==> config.mk <==
export PLATFORM = sky130hd
export DESIGN_NAME = vx_mem_req_arb
export DESIGN_NICKNAME = d
export VERILOG_FILES = /design/src/rtl/vx_mem_req_arb.sv
export SDC_FILE = /design/constraint.sdc
export NUM_CORES = 1
export LEC_CHECK = 0
export CORE_AREA = 5 5 183 185
export DETAILED_ROUTE_END_ITERATION = 8
export DIE_AREA = 0 0 188 190
export GPL_TIMING_DRIVEN = 0
export PLACE_DENSITY = 0.54
export SLEW_MARGIN = 15
export SYNTH_ARGS = -nofsm -noshare
export SYNTH_HDL_FRONTEND = slang
export SYNTH_SLANG_ARGS = --single-unit
==> constraint.sdc <==
create_clock -name clk -period 5.8 [get_ports clk]
set_input_delay 0.58 -clock clk [delete_from_list [all_inputs] [get_ports clk]]
set_output_delay 0.58 -clock clk [all_outputs]
set_load 0.02 [all_outputs]
==> src/rtl/vx_mem_req_arb.sv <==
// vx_mem_req_arb: round-robin arbiter sharing one dcache request/response channel among NUM_REQS clients.
// Optional perf counters (perf_stall_cycles, perf_full_cycles) are enabled by defining VX_MEM_ARB_PERF_EN.
module vx_mem_req_arb #(
    parameter int NUM_REQS     = 4,
    parameter int ADDR_WIDTH   = 32,
    parameter int DATA_WIDTH   = 32,
    parameter int TAG_IN_WIDTH = 8,
    parameter int MAX_PENDING  = 16,
`ifdef VX_MEM_ARB_PERF_EN
    parameter int PERF_CTR_BITS = 32,
`endif
    localparam int IDX_W     = (NUM_REQS > 1) ? $clog2(NUM_REQS) : 1,
    localparam int CNT_W     = $clog2(MAX_PENDING + 1),
    localparam int TAG_OUT_W = TAG_IN_WIDTH + IDX_W
) (
    input  logic                             clk,
    input  logic                             reset_n,

    input  logic [NUM_REQS-1:0]              in_req_valid,
    input  logic [NUM_REQS-1:0]              in_req_rw,
    input  logic [NUM_REQS*ADDR_WIDTH-1:0]   in_req_addr,
    input  logic [NUM_REQS*DATA_WIDTH-1:0]   in_req_data,
    input  logic [NUM_REQS*TAG_IN_WIDTH-1:0] in_req_tag,
    output logic [NUM_REQS-1:0]              in_req_ready,

    output logic                             out_req_valid,
    output logic                             out_req_rw,
    output logic [ADDR_WIDTH-1:0]            out_req_addr,
    output logic [DATA_WIDTH-1:0]            out_req_data,
    output logic [TAG_OUT_W-1:0]             out_req_tag,
    input  logic                             out_req_ready,

    input  logic                             out_rsp_valid,
    input  logic [DATA_WIDTH-1:0]            out_rsp_data,
    input  logic [TAG_OUT_W-1:0]             out_rsp_tag,
    output logic                             out_rsp_ready,

    output logic [NUM_REQS-1:0]              in_rsp_valid,
    output logic [DATA_WIDTH-1:0]            in_rsp_data,
    output logic [TAG_IN_WIDTH-1:0]          in_rsp_tag,
    input  logic [NUM_REQS-1:0]              in_rsp_ready,

    output logic [CNT_W-1:0]                 pending_count,
    output logic                             busy
`ifdef VX_MEM_ARB_PERF_EN
    ,
    output logic [PERF_CTR_BITS-1:0]         perf_stall_cycles,
    output logic [PERF_CTR_BITS-1:0]         perf_full_cycles
`endif
);

    logic                    load_en;
    logic                    rd_full;
    logic [NUM_REQS-1:0]     eligible;
    logic [IDX_W-1:0]        rr_ptr;
    logic [IDX_W-1:0]        grant_idx;
    logic [IDX_W-1:0]        next_ptr;
    logic                    grant_found;
    logic                    accept;
    logic                    sel_rw;
    logic [ADDR_WIDTH-1:0]   sel_addr;
    logic [DATA_WIDTH-1:0]   sel_data;
    logic [TAG_IN_WIDTH-1:0] sel_tag;
    logic                    rd_inc;
    logic                    rsp_fire;
    logic [IDX_W-1:0]        rsp_idx;
    logic                    rsp_hit;

    assign load_en  = ~out_req_valid | out_req_ready;
    assign rd_full  = (pending_count == CNT_W'(MAX_PENDING));
    assign eligible = in_req_valid & (in_req_rw | {NUM_REQS{~rd_full}});

    // Scan eligible requesters starting at rr_ptr, wrapping modulo NUM_REQS.
    always_comb begin : grant_scan
        int pos;
        pos         = 0;
        grant_found = 1'b0;
        grant_idx   = '0;
        for (int k = 0; k < NUM_REQS; k++) begin
            pos = int'(rr_ptr) + k;
            if (pos >= NUM_REQS) begin
                pos = pos - NUM_REQS;
            end
            for (int i = 0; i < NUM_REQS; i++) begin
                if (!grant_found && (pos == i) && eligible[i]) begin
                    grant_found = 1'b1;
                    grant_idx   = IDX_W'(i);
                end
            end
        end
    end

    assign accept   = grant_found & load_en;
    assign next_ptr = (int'(grant_idx) == NUM_REQS - 1) ? '0 : grant_idx + 1'b1;

    always_comb begin
        in_req_ready = '0;
        sel_rw       = 1'b0;
        sel_addr     = '0;
        sel_data     = '0;
        sel_tag      = '0;
        for (int i = 0; i < NUM_REQS; i++) begin
            if (grant_idx == IDX_W'(i)) begin
                in_req_ready[i] = accept;
                sel_rw          = in_req_rw[i];
                sel_addr        = in_req_addr[i*ADDR_WIDTH +: ADDR_WIDTH];
                sel_data        = in_req_data[i*DATA_WIDTH +: DATA_WIDTH];
                sel_tag         = in_req_tag[i*TAG_IN_WIDTH +: TAG_IN_WIDTH];
            end
        end
    end

    // Single output register stage; holds its contents while the downstream stalls.
    always_ff @(posedge clk or negedge reset_n) begin
        if (!reset_n) begin
            out_req_valid <= 1'b0;
            out_req_rw    <= 1'b0;
            out_req_addr  <= '0;
            out_req_data  <= '0;
            out_req_tag   <= '0;
            rr_ptr        <= '0;
        end else if (load_en) begin
            out_req_valid <= accept;
            if (accept) begin
                out_req_rw   <= sel_rw;
                out_req_addr <= sel_addr;
                out_req_data <= sel_data;
                out_req_tag  <= {sel_tag, grant_idx};
                rr_ptr       <= next_ptr;
            end
        end
    end

    assign rd_inc   = accept & ~sel_rw;
    assign rsp_fire = out_rsp_valid & out_rsp_ready;

    // Saturating decrement absorbs stale responses that arrive after a reset.
    always_ff @(posedge clk or negedge reset_n) begin
        if (!reset_n) begin
            pending_count <= '0;
        end else begin
            case ({rd_inc, rsp_fire})
                2'b10:   pending_count <= pending_count + 1'b1;
                2'b01:   if (pending_count != '0) pending_count <= pending_count - 1'b1;
                default: pending_count <= pending_count;
            endcase
        end
    end

    assign busy = out_req_valid | (pending_count != '0);

    assign rsp_idx     = out_rsp_tag[IDX_W-1:0];
    assign in_rsp_data = out_rsp_data;
    assign in_rsp_tag  = out_rsp_tag[TAG_OUT_W-1:IDX_W];

    // An index with no matching requester is accepted and dropped.
    always_comb begin
        rsp_hit       = 1'b0;
        out_rsp_ready = 1'b1;
        in_rsp_valid  = '0;
        for (int i = 0; i < NUM_REQS; i++) begin
            if (rsp_idx == IDX_W'(i)) begin
                rsp_hit         = 1'b1;
                out_rsp_ready   = in_rsp_ready[i];
                in_rsp_valid[i] = out_rsp_valid;
            end
        end
    end

    rsp_idx_in_range: assert property (@(posedge clk) disable iff (!reset_n) out_rsp_valid |-> rsp_hit);

`ifdef VX_MEM_ARB_PERF_EN
    always_ff @(posedge clk or negedge reset_n) begin
        if (!reset_n) begin
            perf_stall_cycles <= '0;
            perf_full_cycles  <= '0;
        end else begin
            if ((|in_req_valid) && !(|in_req_ready)) begin
                perf_stall_cycles <= perf_stall_cycles + 1'b1;
            end
            if (rd_full) begin
                perf_full_cycles <= perf_full_cycles + 1'b1;
            end
        end
    end
`endif

endmodule

* After elaboration in Yosys (flattened, before gate mapping) *
Cells that the tools add are included.
W data, S select, Z words.

cells by class
  reduce and logical (&&, ||, !) cells = 56
  equal/unequal tests = 23
  $add $sub $neg = 10
  $lt $le $gt $ge = 4
  multiply operators = 0
  bitwise logic cells = 10
  multiplexer cells = 66
  div/mod/pow operators = 0
  shift operators = 0

operators by type and width
  kind                   count
  $mux W32               12
  $eq A32 B3 Y1 const B  8
  $eq A32 B2 Y1 const B  4
  $logic_not A32 Y1      4
  $mux W1                33
  $mux W8                4
  $logic_and A1 B1 Y1    31
  $mux W2                15
  $logic_not A1 Y1       15
  $sub A3 B3 Y4 const B  3
  $eq A2 B2 Y1 const B   5
  $pmux W5 S2            1
  $ge A3 B3 Y1 const B   3
  $eq A2 B1 Y1 const B   4
  $add A2 B2 Y3 const B  2
  $add A5 B1 Y5 const B  1
  $eq A5 B5 Y1 const B   1
  $mux W5                1
  $reduce_bool A5 Y1     1
  $sub A5 B1 Y5 const B  1
  $and A4 B4 Y4          1
  $logic_not A2 Y1       2
  $or A4 B4 Y4           1
  $reduce_and A2 Y1      2
  9 further kinds        14

storage, ports and cells
  bits in latches = 0
  register bits = 83
  output and inout port bits = 131
  memory bits (writable) = 0
  memories = 0
  bits in read-only memories = 0

* Depth between registers and ports, before layout *
Gate-level depths: netlist (run 1).

  depth in word-level cells = 76
  depth in mapped cells = 22
  mapped depth without buffers = 20

* Worst setup path before layout (run 1) *
Ideal clock, no wire load.

  kind = register -> register
  from = reg pending_count[1]
  to = reg pending_count[4]
  arrival time = 4286 ps
  cell stages (with the launch flop) = 21
  setup time = 137 ps
  required time = 5663 ps
  setup slack = 1376 ps
  cells stage by stage = dfrtp_1 -> or4_1 -> buf_2 -> o31a_1 -> and3_1 -> or3_1 -> inv_1 -> ha_1 -> clkbuf_1 -> o21ai_0 -> o31a_1 -> nand2b_4 -> nand2_4 -> clkinv_4 -> ha_1 -> nor2b_1 -> o21a_1 -> nor2_1 -> or3_1 -> o21ai_0 -> nor3_1

on the way
  word-level cells in the longest chain between the ends = 76

ends and longest elaborated chain
  what                                                                 line  text
  from (decl)                                                          43    output logic [CNT_W-1:0] pending_count,
  from (signal assigned)                                               143   2'b10: pending_count <= pending_count + 1'b1;
  from (signal assigned)                                               144   2'b01: if (pending_count != '0) pending_count <= pending_count - 1'b1;
  from (signal assigned)                                               145   default: pending_count <= pending_count;
  $eq A5 B5 Y1 (*)                                                     70    assign rd_full = (pending_count == CNT_W'(MAX_PENDING));
  $not A1 Y1 (*)                                                       71    assign eligible = in_req_valid & (in_req_rw | {NUM_REQS{~rd_full}});
  $or A4 B4 Y4 (*)                                                     71
  $and A4 B4 Y4 (*)                                                    71
  $logic_and A1 B1 Y1                                                  85    if (!grant_found && (pos == i) && eligible[i]) begin
  $mux W1                                                              85
  $logic_not A1 Y1                                                     85
  $logic_and A1 B1 Y1 (2 in series)                                    85
  (+57 left out)                                                       n/a
  named net grant_idx[0]                                               56    logic [IDX_W-1:0] grant_idx;
  $logic_not A2 Y1                                                     103   if (grant_idx == IDX_W'(i)) begin
  $mux W1 (3 in series)                                                103
  $mux W1 (*)                                                          103
  $not A1 Y1 (*)                                                       134   assign rd_inc = accept & ~sel_rw;
  $and A1 B1 Y1 (*)                                                    134
  $eq A2 B1 Y1 or $eq A2 B2 Y1 (tied branches)                         142   case ({rd_inc, rsp_fire})
  $ne A2 B2 Y1 (no source line) or $reduce_bool A2 Y1 (tied branches)  n/a
  $reduce_and A2 Y1 (no source line)                                   n/a

Mark *: on every way through the listed nets, which the timed path passes. The rest lies on a longest branch. The select of a mux whose other input is x is not followed.
A chain may end at the register's enable or synchronous reset.

* Worst setup path in the final report (run 1) *
  from = reg pending_count[1]
  to = out in_req_ready[1]

on the way
  word-level cells in the longest chain between the ends = 68

ends and longest elaborated chain
  what                               line  text
  $eq A5 B5 Y1 (*)                   70
  $not A1 Y1 (*)                     71
  $or A4 B4 Y4 (*)                   71
  $and A4 B4 Y4 (*)                  71
  $logic_and A1 B1 Y1                85
  $mux W1                            85
  $logic_not A1 Y1                   85
  $logic_and A1 B1 Y1 (2 in series)  85
  (+50 left out)                     n/a
  $logic_and A1 B1 Y1 (2 in series)  85
  $mux W1                            85
  $logic_not A1 Y1                   85
  $logic_and A1 B1 Y1 (2 in series)  85
  $mux W2 (*)                        85
  named net grant_idx[0]             56
  $eq A2 B1 Y1 (*)                   103
  $mux W1 (*)                        103
  to (decl)                          24    output logic [NUM_REQS-1:0] in_req_ready,

Mark *: on every way through the listed nets, which the timed path passes. The rest lies on a longest branch.

==> metrics, run 1 <==
outcome complete, no violations; GRT Util Overall 18.67%; HPWL after detailed placement 28.46 mm; GP Congestion 0.8512; DR WL/cell 21.75 µm; cts bufs inserted 9; pre-CTS worst setup slack 0.1492 ns; worst-skew pair later-pin latency 0.34 ns; ys async rst share 100.0%; Avg Cell Area, Syn 7.741 µm²; die area 35,720 µm²; Ports 477; Post-synth EDFFs 0; Min Hold Slack 0.2151 ns; Slew Viols, Final 0; DRT Pass-1 Iters 5; mapped cell area 5883 µm²; RSZ-0062 raised after global routing false; M3 GR Usage 4.312%; fin worst setup slack 0.2137 ns; height of the die 190 µm; Root Driver clkbuf_16; CTS tree yes; H-tree depth 3; critical path type register to output pin; hold buffers post-CTS 0; FF-to-FF Start pending_count[1]; flop-to-flop setup slack 0.71 ns; met2 usage 32.08%; largest net degree at the start of global routing 47; Initial Utilization 18.46%; fin nets 1,561; core area 31,880 µm²; syn nets 1,114; grt met1 use 23.61%; Cell Pwr Density 441.8 nW/µm²; final worst path period share 96.32%; detailed-route vias per instance 4.596; clk buf depth 2; f_max 179.0 MHz; R2R depth 19; first-pass GRT wire length 50.92 mm; Rel. slew slack 32.02%; Yosys warnings 0; overall overflow remaining after global route 0; Post-synth top flop dfrtp_1; Vias 7,445; Static Leak 0.004269 µW; diode count 0; Max Fanout on Critical Path 10; min Tclk post-route 5.586 ns; Synth Register Bits 83; critical path data required time 5.22 ns; Post-Route Setup TNS 0 ns; initial antenna violation count 1; Rows 66; number of remaining DRC errors 0; Peak VDD IR 154.3 µV; Worst Hold Class input pin to asynchronous set/reset pin; Max-Cap Viols 0; share of cells above drive strength 1 6.271%; clock sink count 83; worst-margin pin slew 1.016 ns; worst flop-to-flop path endpoint pending_count[4]; Die W 188 µm; element type at the critical path start register; crit path DAT 5.01 ns; Final Hold Viols 0; Final Setup Violations 0; port buffer count 436; layer with the highest usage met2; Detail Route Antenna Nets 0; commonest non-fill, non-tap cell in the layout clkdlybuf4s50_1; final wirelength 35.23 mm; clock skew 0.008947 ns; Crit. End Element output pin; most frequent cells in the layout clkdlybuf4s50_1, a21oi_1, nand2_1; sequential fraction of the synthesis area 35.30%; Clock Pin Slew Worst Setup and Hold Paths 0.07 ns; Syn-to-layout area delta 88.58%; iteration-0 DRC count of the detailed router 279; Post-Syn Instances 760; vias in the first global route 7,963; synth unique cells 42
[where the power goes]
group	switching (µW)	internal [µW]	total [µW]
Sequential	151	833	984
Clock	256	379	635
Combinational	1930	1350	3280
Total	2340	2560	4900
[routing by layer]
| layer | wire (µm) | vias up |
|---|---|---|
| li1 | - | 3564 |
| met1 | 14780 | 3537 |
| met2 | 17470 | 311 |
| met3 | 2204 | 33 |
| met4 | 784 | 0 |
| met5 | 0 | - |
[cell families after synthesis]
family	after synthesis	share of synthesized area [%]
AND/OR/NAND/NOR	280	23.76
multiplexers	1	0.3828
flip-flops	83	35.30
buffers and inverters	115	10.59
adder cells (fa/ha/maj)	8	1.829
XOR/XNOR	2	0.2978
AO/OA/AOI/OAI	271	27.84
[how the worst max path moves through the flow]
stage / startpoint / to / slack, ns / depth (start not counted)
3_5_place_dp: pending_count[1] / in_req_ready[1] / 0.15 / 12
3_3_place_gp: pending_count[1] / in_req_ready[1] / 0.14 / 12
2_1_floorplan: pending_count[1] / pending_count[4] / 1.38 / 20
6_report: pending_count[1] / in_req_ready[1] / 0.21 / 11
5_1_grt: pending_count[1] / in_req_ready[1] / 0.04 / 11
4_1_cts: pending_count[1] / in_req_ready[2] / 0.09 / 12
[sequential cells by signal, indices dropped and copies added (netlist names)]
name / cells
out_req_addr: 32
out_req_data: 32
out_req_tag: 10
pending_count: 5
rr_ptr: 2
out_req_rw: 1
out_req_valid: 1
[worst max-delay path: stages (launching register included)]
cell and delay (ns):
dfrtp_1 0.43, or4_1 0.52, buf_2 0.18, o31a_1 0.35
and3_1 0.21, or3_1 0.48, inv_1 0.16, ha_1 0.62
clkbuf_2 0.45, clkbuf_1 0.46, and2_1 0.20, clkdlybuf4s50_1 0.60
[synthesized netlist by cell type, types with 2 or more instances]
cell,number,area [µm²]
xor2_1,2,17.52
and3_1,2,12.51
buf_4,49,367.9
a21oi_1,124,620.6
inv_1,6,22.52
and2_1,5,31.28
dfrtp_1,83,2077
nand3b_1,23,172.7
nand2b_1,3,18.77
clkbuf_1,55,206.5
buf_2,2,10.01
buf_1,2,7.510
nor2b_1,52,325.3
a221oi_1,49,429.2
o2bb2ai_1,3,26.28
nor3_1,52,260.3
o21ai_0,59,295.3
nor2_1,26,97.59
or3_1,3,18.77
o21a_1,3,22.52
ha_1,7,87.58
o21ai_1,21,105.1
nand2_1,108,405.4
o31a_1,3,26.28
[what timing repair did]
| item | 4_1_cts | 5_1_grt |
|---|---|---|
| resized for setup | 2 | 2 |
| endpoints found under the setup margin | 2 | 1 |
| buffers inserted | 0 | 0 |
| pin swaps | 0 | 0 |
| endpoints found under the hold margin | 0 | 0 |
[final cells by class]
class	count	area, µm²
repair buffers	437	4389
well taps	408	510.5
flip-flops and latches	83	2077
plain buffers	107	591.8
clock buffers	12	236.5
inverters	7	31.28
clock inverters	4	75.07
fillers	3390	20780
multi-input cells	562	3183
[per-stage QoR]
step / area [µm²] / std cells / total power (µW) / utilization (%)
2_1_floorplan: 5883 / 760 / 2759 / -
3_3_place_gp: 10760 / 1604 / 4303 / 33.75
3_5_place_dp: 10780 / 1605 / 4311 / 33.83
4_1_cts: 11090 / 1620 / 4974 / 34.80
5_1_grt: 11090 / 1620 / 5289 / 34.81
6_report: 11090 / 1620 / 4901 / 34.81
(Power assumes the default switching activity.)
==> run 2: changes to the inputs <==
CAP_MARGIN = 30   (was unset)
==> run 2 against run 1 <==
Wire length is 0.62% lower. Global-route usage hardly changed. Sequential cell count stayed put. Sequential share of layout area is 0.084 points lower. Setup slack better by 0.20 ns. Largest cell class unchanged. Largest power group unchanged.
==> metrics, run 2 (same netlist as run 1, synthesis figures left out) <==
Min Hold Slack 0.2074 ns; RSZ-0062 raised after global routing false; Clock Pin Slew Worst Setup and Hold Paths 0.07 ns; Detail Route Antenna Nets 0; CTS tree yes; critical path data required time 5.22 ns; GP Congestion 0.8512; height of the die 190 µm; Worst Hold Class input pin to asynchronous set/reset pin; commonest non-fill, non-tap cell in the layout clkdlybuf4s50_1; Initial Utilization 18.46%; core area 31,880 µm²; Psw 2335 µW; Final Setup Violations 0; Ports 477; CP Buf/Inv Count 5; clk buf depth 2; Root Driver clkbuf_16; Final Power 4954 µW; final worst path period share 92.88%; Crit. End Element output pin; Levels on crit path 11; Core Util, Final 34.96%; vias in the first global route 8,046; clock skew 0.01025 ns; GRT Util Overall 18.70%; Clk pwr share 14.1%; die area 35,720 µm²; largest net degree at the start of global routing 47; setup bufs post-CTS 0; Die W 188 µm; Syn-to-layout area delta 89.43%; critical path's slowest cell clkdlybuf4s50_1; outcome complete, no violations; Int Power 2619 µW; cts bufs inserted 9; DRT Pass-1 Iters 5; worst-skew pair later-pin latency 0.35 ns; CP max stage delay 0.60 ns; sequential share of power 19.8%; min Tclk post-route 5.387 ns; H-tree depth 3; R2R depth 20; top cell family by delay on the critical path buffers and inverters; Peak VDD IR 157.8 µV; initial antenna violation count 2; FF-to-FF Start pending_count[1]; clock sink count 83; CP most frequent cell clkbuf_1; final wirelength 35.01 mm; biggest regs out_req_addr x32, out_req_data x32, out_req_tag x10; diode count 0; first-pass GRT wire length 50.94 mm; critical path type register to output pin; element type at the critical path start register; most frequent cells in the layout clkdlybuf4s50_1, a21oi_1, nand2_1; share of cells above drive strength 1 6.430%; Rows 66; flop-to-flop setup slack 0.92 ns; Static Leak 0.004299 µW; Post-Route Setup TNS 0 ns; iteration-0 DRC count of the detailed router 254; worst flop-to-flop path endpoint pending_count[4]; Rel. slew slack 42.22%; HPWL after detailed placement 28.55 mm; fin worst setup slack 0.4131 ns; detailed-route vias per instance 4.591; Max-Cap Viols 0; Slew Viols, Final 0; number of remaining DRC errors 0; fill count 3,350; Cell Pwr Density 444.5 nW/µm²; Max Fanout on Critical Path 10; overall overflow remaining after global route 0; Sw Share 47.13%; f_max 185.6 MHz; worst-margin pin slew 0.8668 ns; fin nets 1,562; pre-CTS worst setup slack 0.07622 ns; port buffer count 436; combinational cell fraction of total power 66.1%; DR WL/cell 21.60 µm; Final Hold Viols 0; worst path cell trace or4_1 -> buf_2 -> o31a_1 -> and3_1 -> or3_1 -> inv_1 -> ha_1 -> clkbuf_1 -> clkbuf_1 -> and2_1 -> clkdlybuf4s50_1; crit path DAT 4.81 ns; Vias 7,442
run 2: cell count changes in the layout (fill, tap and decap cells not counted):
cell	before	now
buf_6	0	1
bufinv_16	2	3
clkbuf_1	54	52
clkbuf_8	0	1
clkinvlp_4	2	1
clkdlybuf4s15_1	0	1
run 2: how the worst max path moves through the flow:
| stage | slack [ns] | startpoint | end |
|---|---|---|---|
| after floorplan | 1.38 | pending_count[1] | pending_count[4] |
| after global placement | 0.14 | pending_count[1] | in_req_ready[1] |
| after detailed placement | 0.08 | pending_count[1] | in_req_ready[1] |
| after CTS | 0.09 | pending_count[1] | in_req_ready[2] |
| after global routing | 0.10 | pending_count[1] | in_req_ready[3] |
| final | 0.41 | pending_count[1] | in_req_ready[3] |
run 2: layout make-up:
type,instances,area [µm²],area share [%]
Buffer,107,598.1,5.367
Clock buffer,12,246.5,2.212
Clock inverter,4,97.59,0.8757
Inverter,7,31.28,0.2807
Multi-Input combinational cell,562,3183,28.56
Sequential cell,83,2077,18.64
Tap cell,408,510.5,4.581
Timing Repair Buffer,438,4400,39.49
run 2: power groups by stage:
stage	Combinational (µW)	Clock [µW]	Sequential, µW
6_report	3270	698	983
5_1_grt	3600	733	1020
4_1_cts	3340	714	985
3_5_place_dp	3330	0	992
3_3_place_gp	3320	0	986
2_1_floorplan	1490	0	1270
run 2: layer usage:
layer | global-route usage [%] | vias to the layer above | wire (µm)
met2 | 31.67 | 326 | 17150
met4 | 6.381 | 0 | 1070
met3 | 4.679 | 44 | 2319
met5 | 0 | - | 0
met1 | 23.27 | 3498 | 14470
li1 | - | 3574 | -
run 2: repair_timing:
action                                  in CTS  in global routing
resized for setup                            3                  2
endpoints found under the setup margin       2                  1
hold buffers                                 0                  0
run 2: through the flow:
step	instances	instance area [µm²]
2_1_floorplan	760	5883
3_3_place_gp	1604	10760
3_5_place_dp	1606	10790
4_1_cts	1622	11140
5_1_grt	1621	11140
6_report	1621	11140
